[src/rtl/pc_fetch_unit.sv]
// Program counter and fetch control in front of an asynchronous instruction ROM.
// Issues instructions to decode over valid/ready, applies redirects, halts on a halt word or bad PC.
module pc_fetch_unit #(
  parameter int unsigned             ADDR_W      = 32,
  parameter int unsigned             INST_W      = 32,
  parameter int unsigned             MEM_DEPTH   = 100,
  parameter logic [ADDR_W-1:0]       RESET_PC    = '0,
  parameter logic [INST_W-1:0]       HALT_OPCODE = 32'hFFFF_FFFF,
  parameter int unsigned             CNT_W       = 32
) (
  input  logic              CLK,
  input  logic              RST,
  output logic [ADDR_W-1:0] Instr_Add,
  input  logic [INST_W-1:0] Instr_RD,
  output logic [INST_W-1:0] Dec_Instr,
  output logic [ADDR_W-1:0] Dec_PCPlus4,
  output logic              Dec_Valid,
  input  logic              Dec_Ready,
  input  logic              Br_Taken,
  input  logic [15:0]       Br_Imm,
  input  logic              Jmp,
  input  logic [25:0]       Jmp_Idx,
  input  logic              Jr,
  input  logic [ADDR_W-1:0] Jr_Target,
  input  logic              Resume,
  output logic              Halted,
  output logic              Fault,
  output logic [CNT_W-1:0]  Issue_Cnt
);

  typedef enum logic [1:0] {
    ST_RUN,
    ST_STALL,
    ST_HALT
  } state_e;

  localparam logic [ADDR_W-1:0] LAST_ADDR = ADDR_W'(MEM_DEPTH * 4 - 4);

  state_e              state_q;
  logic [ADDR_W-1:0]   pc_q;
  logic [ADDR_W-1:0]   pc_d;
  logic [ADDR_W-1:0]   pc_plus4;
  logic [ADDR_W-1:0]   br_off;
  logic [CNT_W-1:0]    cnt_q;
  logic                fault_q;
  logic                addr_ok;
  logic                is_halt;

  assign pc_plus4    = pc_q + ADDR_W'(4);
  assign br_off      = {{(ADDR_W-18){Br_Imm[15]}}, Br_Imm, 2'b00};
  assign addr_ok     = (pc_q[1:0] == 2'b00) && (pc_q <= LAST_ADDR);
  assign is_halt     = (Instr_RD == HALT_OPCODE);

  assign Instr_Add   = pc_q;
  assign Dec_Instr   = Instr_RD;
  assign Dec_PCPlus4 = pc_plus4;
  assign Halted      = (state_q == ST_HALT);
  assign Fault       = fault_q;
  assign Issue_Cnt   = cnt_q;

  // A stalled instruction was already qualified in RUN and the PC has not moved since.
  assign Dec_Valid = RST && ((state_q == ST_STALL) ||
                             ((state_q == ST_RUN) && addr_ok && !is_halt));

  // NOTE: every output of a combinational block gets a default first so no latch is inferred.
  always_comb begin
    pc_d = pc_plus4;
    if (Jr) begin
      pc_d = Jr_Target;
    end else if (Jmp) begin
      pc_d = {pc_plus4[ADDR_W-1:28], Jmp_Idx, 2'b00};
    end else if (Br_Taken) begin
      pc_d = pc_plus4 + br_off;
    end
  end

  // NOTE: state registers use non-blocking assignments so every flop samples pre-edge values.
  always_ff @(posedge CLK or negedge RST) begin
    if (!RST) begin
      state_q <= ST_RUN;
      pc_q    <= RESET_PC;
      fault_q <= 1'b0;
      cnt_q   <= '0;
    end else begin
      case (state_q)
        ST_RUN: begin
          if (!addr_ok) begin
            state_q <= ST_HALT;
            fault_q <= 1'b1;
          end else if (is_halt) begin
            state_q <= ST_HALT;
            fault_q <= 1'b0;
          end else if (Dec_Ready) begin
            pc_q  <= pc_d;
            cnt_q <= cnt_q + CNT_W'(1);
          end else begin
            state_q <= ST_STALL;
          end
        end
        ST_STALL: begin
          if (Dec_Ready) begin
            pc_q    <= pc_d;
            cnt_q   <= cnt_q + CNT_W'(1);
            state_q <= ST_RUN;
          end
        end
        ST_HALT: begin
          if (Resume) begin
            pc_q    <= RESET_PC;
            fault_q <= 1'b0;
            state_q <= ST_RUN;
          end
        end
        default: state_q <= ST_RUN;
      endcase
    end
  end

endmodule

[config.mk]
export PLATFORM = sky130hd
export DESIGN_NAME = pc_fetch_unit
export DESIGN_NICKNAME = d
export VERILOG_FILES = /design/src/rtl/pc_fetch_unit.sv
export SDC_FILE = /design/constraint.sdc
export NUM_CORES = 1
export LEC_CHECK = 0
export ABC_AREA = 1
export CAP_MARGIN = 20
export CORE_MARGIN = 1
export CORE_UTILIZATION = 48
export DETAILED_ROUTE_END_ITERATION = 8
export GPL_TIMING_DRIVEN = 0
export PLACE_DENSITY = 0.8
export REMOVE_ABC_BUFFERS = 1
export SKIP_LAST_GASP = 1
export SLEW_MARGIN = 15
export SYNTH_ARGS = -nofsm -noshare
export SYNTH_HDL_FRONTEND = slang
export SYNTH_SLANG_ARGS = --single-unit
[constraint.sdc]
create_clock -name CLK -period 3.65 [get_ports CLK]
set_clock_uncertainty 0.15 [all_clocks]
set_input_delay 0.73 -clock CLK [delete_from_list [all_inputs] [get_ports CLK]]
set_output_delay 0.73 -clock CLK [all_outputs]
set_load 0.02 [all_outputs]
==> results.cfg <==
[status]
outcome = complete, no violations

[yosys]
synth_top_area_cell = dfrtp_1
yosysWarnings = 0
ys_types = 39
synthFlopType = dfrtp_1
ys_seq_elements = 67
synth.avg_cell_area_um2 = 5.90
synth-seq-area-share_pct = 22.3
async_flop_share_pct = 100
yosys-top-cells-area = dfrtp_1 22%, nand2_1 21%, inv_1 8.5%
synthCells = 1274
synth_area_mm2 = 0.00752
synth_top_area_share_pct = 22.3
synth_edf_count = 0

[clock_tree]
clock_latency_ns = 0.34
root_buffer = clkbuf_16
htreeDepth = 3
clock_path_buffers = 2
cts_inserted_buffers = 9
postCtsHoldBufs = 0
cts_tree = built
path_clk_slew_ns = 0.06
cts_sinks = 67

[floorplan]
fp.coreArea_mm2 = 0.0153
ioPinCount = 244
initial_utilization_pct = 49.3
die_y_um = 127
dieArea_mm2 = 0.0162
die_w_um = 127
row_count = 45

[cells_and_area]
syn2layout_area_growth_pct = 38.0
antennaDiodeCount = 0
fill_cells = 1427
stdcell_count = 1692
nets = 1627
drive_gt1_share_pct = 4.32
final_util_pct = 68.0

[timing]
rsz0062_at_grt = true
fmax_mhz = 282
worstMarginPinSlew_ns = 1.14
finalCritPeriodShare_pct = 97.0
min_period_ns = 3.54
fin_hold_ws_ns = 0.118
finalSetupViolCount = 0
report.final.hold_viol_count = 0
slew_headroom_pct = 24.1
tns_ns = 0
finalMaxSlewViolations = 0

[worst_setup_path]
r2r_cells = 19
critPathCaptureType = output port
r2r_start = Instr_Add[2]
cp_max_fo = 2
rrSetupSlack_ns = 0.20
crit_top_cell = clkdlybuf4s50_1
critical-path-max-stage-delay_ns = 0.56
crit_path_start_kind = input pin
worst_ep_arrival_time_ns = 2.66
cp.required_ns = 2.77
crit_chain = clkdlybuf4s50_1 -> nand4_1 -> nor4_1 -> nand2_1 -> nand3_1 -> a21boi_0 -> clkdlybuf4s50_1
slowest_stage = clkdlybuf4s50_1
reg2reg_to = Instr_Add[13]
path_class = input pin to output port

[global_routing]
grt_start_max_net_pins = 52
use_met1_pct = 47.8
grt_overflow = 0
grt_pass1_vias = 8247
grt_antenna_before_repair = 0
grtUsageMet3_pct = 5.15
met2_usage_pct = 52.9
grt_pass1_wl_mm = 43.2
busiest_layer = met2
grt_usage_pct = 34.2

[drt]
ant_nets = 0
wl_per_cell_um = 16.6
dr.pass1.iters = 6
drc = 0
wl_mm = 28.0
viasPerCell = 5.39
dr.first_iter.drc_count = 846
vias = 9128

[place]
place_congestion = 0.966
io_buffers = 243
place_hpwl_mm = 22.2
placedCellCount = 1671

[power]
total_leakage_power_nw = 5.03
vdd_drop_max_v = 0.000483
p_per_area_mw_per_mm2 = 616

[worst_hold_path]
hp-class = input pin to asynchronous set/reset pin

[job]
maxCapViolCount = 0
==> report_power, final <==
group / internal, mW / switching [mW] / total, mW
clock network: 0.568 / 0.347 / 0.915
registers: 0.985 / 0.403 / 1.39
logic: 1.61 / 2.48 / 4.09
==> cell usage in the layout (no fill, tap or decap), drive strengths merged, types with 2 or more instances in the layout <==
cell type	count
nor3	36
o221ai	2
ha	37
o21ai	57
clkbuf	12
nand4	27
dfrtp	67
and2	3
o211ai	4
nor4	8
xnor2	9
nand3	114
dlymetal6s2s	2
buf	9
a31oi	2
or2	2
nand3b	9
a21oi	33
inv	176
clkinv	3
clkdlybuf4s50	239
nor3b	2
nor2	125
a21o	2
o21bai	5
o22ai	22
nand2	426
xor2	40
==> sequential cells by signal, summed over array words and instances (netlist names) <==
name and flops:
Fault 1, Instr_Add 32, Issue_Cnt 32, state_q 2
==> cells in the mapped netlist (all sizes together), types with 8 or more instances <==
cell and n:
xor2 40, o22ai 22, buf 44, inv 175
nand2 426, nor3 36, nor2 125, a21oi 33
xnor2 9, dfrtp 67, nor4 8, nand3 114
o21ai 57, nand4 27, nand3b 9, clkbuf 16
ha 37
==> critical path, delay by kind of cell <==
family | cells | cell delay [ns]
and+or+nand+nor | 4 | 0.75
buffers and inverters | 2 | 1.08
AOI/OAI and AO/OA | 1 | 0.09
==> metal layers <==
metal,up-vias,wire length (um)
li1,4470,-
met1,4165,12400
met2,429,12500
met3,64,2080
met4,0,1000
met5,-,0
==> worst max path at each step <==
stage | start | endpoint | slack, ns | cells after the start
2_1_floorplan | Instr_Add[2] | Instr_Add[30] | 0.42 | 17
3_3_place_gp | RST | Dec_Valid | -1.73 | 3
3_5_place_dp | Br_Taken | Instr_Add[8] | -0.86 | 8
4_1_cts | Instr_Add[7] | Dec_PCPlus4[23] | 0.04 | 7
5_1_grt | Instr_Add[8] | Instr_Add[24] | -0.03 | 18
6_report | Instr_RD[23] | Dec_Valid | 0.11 | 7
==> cell families after synthesis <==
| family | after synthesis | share of synthesized area, % |
|---|---|---|
| AO/OA/AOI/OAI | 131 | 9.78 |
| buffers and inverters | 236 | 13.7 |
| AND/OR/NAND/NOR | 753 | 42.1 |
| adder cells (fa/ha/maj) | 38 | 6.42 |
| XOR/XNOR | 49 | 5.71 |
| flip-flops | 67 | 22.3 |
==> area by class of cell <==
class / instances / area, um^2 / area share, %
clock buffers: 11 / 253 / 2.43
repair buffers: 251 / 2530 / 24.4
flip-flops and latches: 67 / 1680 / 16.2
multi-input cells: 971 / 4930 / 47.5
clock inverters: 5 / 60.1 / 0.579
inverters: 176 / 662 / 6.38
well taps: 211 / 264 / 2.54
==> timing repair <==
action,CTS,global route
setup endpoints to repair,16,32
pin swaps,0,2
resized for setup,6,31
setup buffers,0,5
gates cloned,0,0
==> through the flow <==
| stage | setup slack [ns] | total power, mW | cell area, um^2 |
|---|---|---|---|
| after CTS | 0.0444 | 6.28 | 10200 |
| after global routing | -0.0274 | 6.82 | 10400 |
| after global placement | -1.73 | 5.21 | 9840 |
| final | 0.108 | 6.39 | 10400 |
| after detailed placement | -0.862 | 5.33 | 9910 |
| after floorplan | 0.421 | 3.58 | 7150 |
Power figures use the tool's default switching activity.
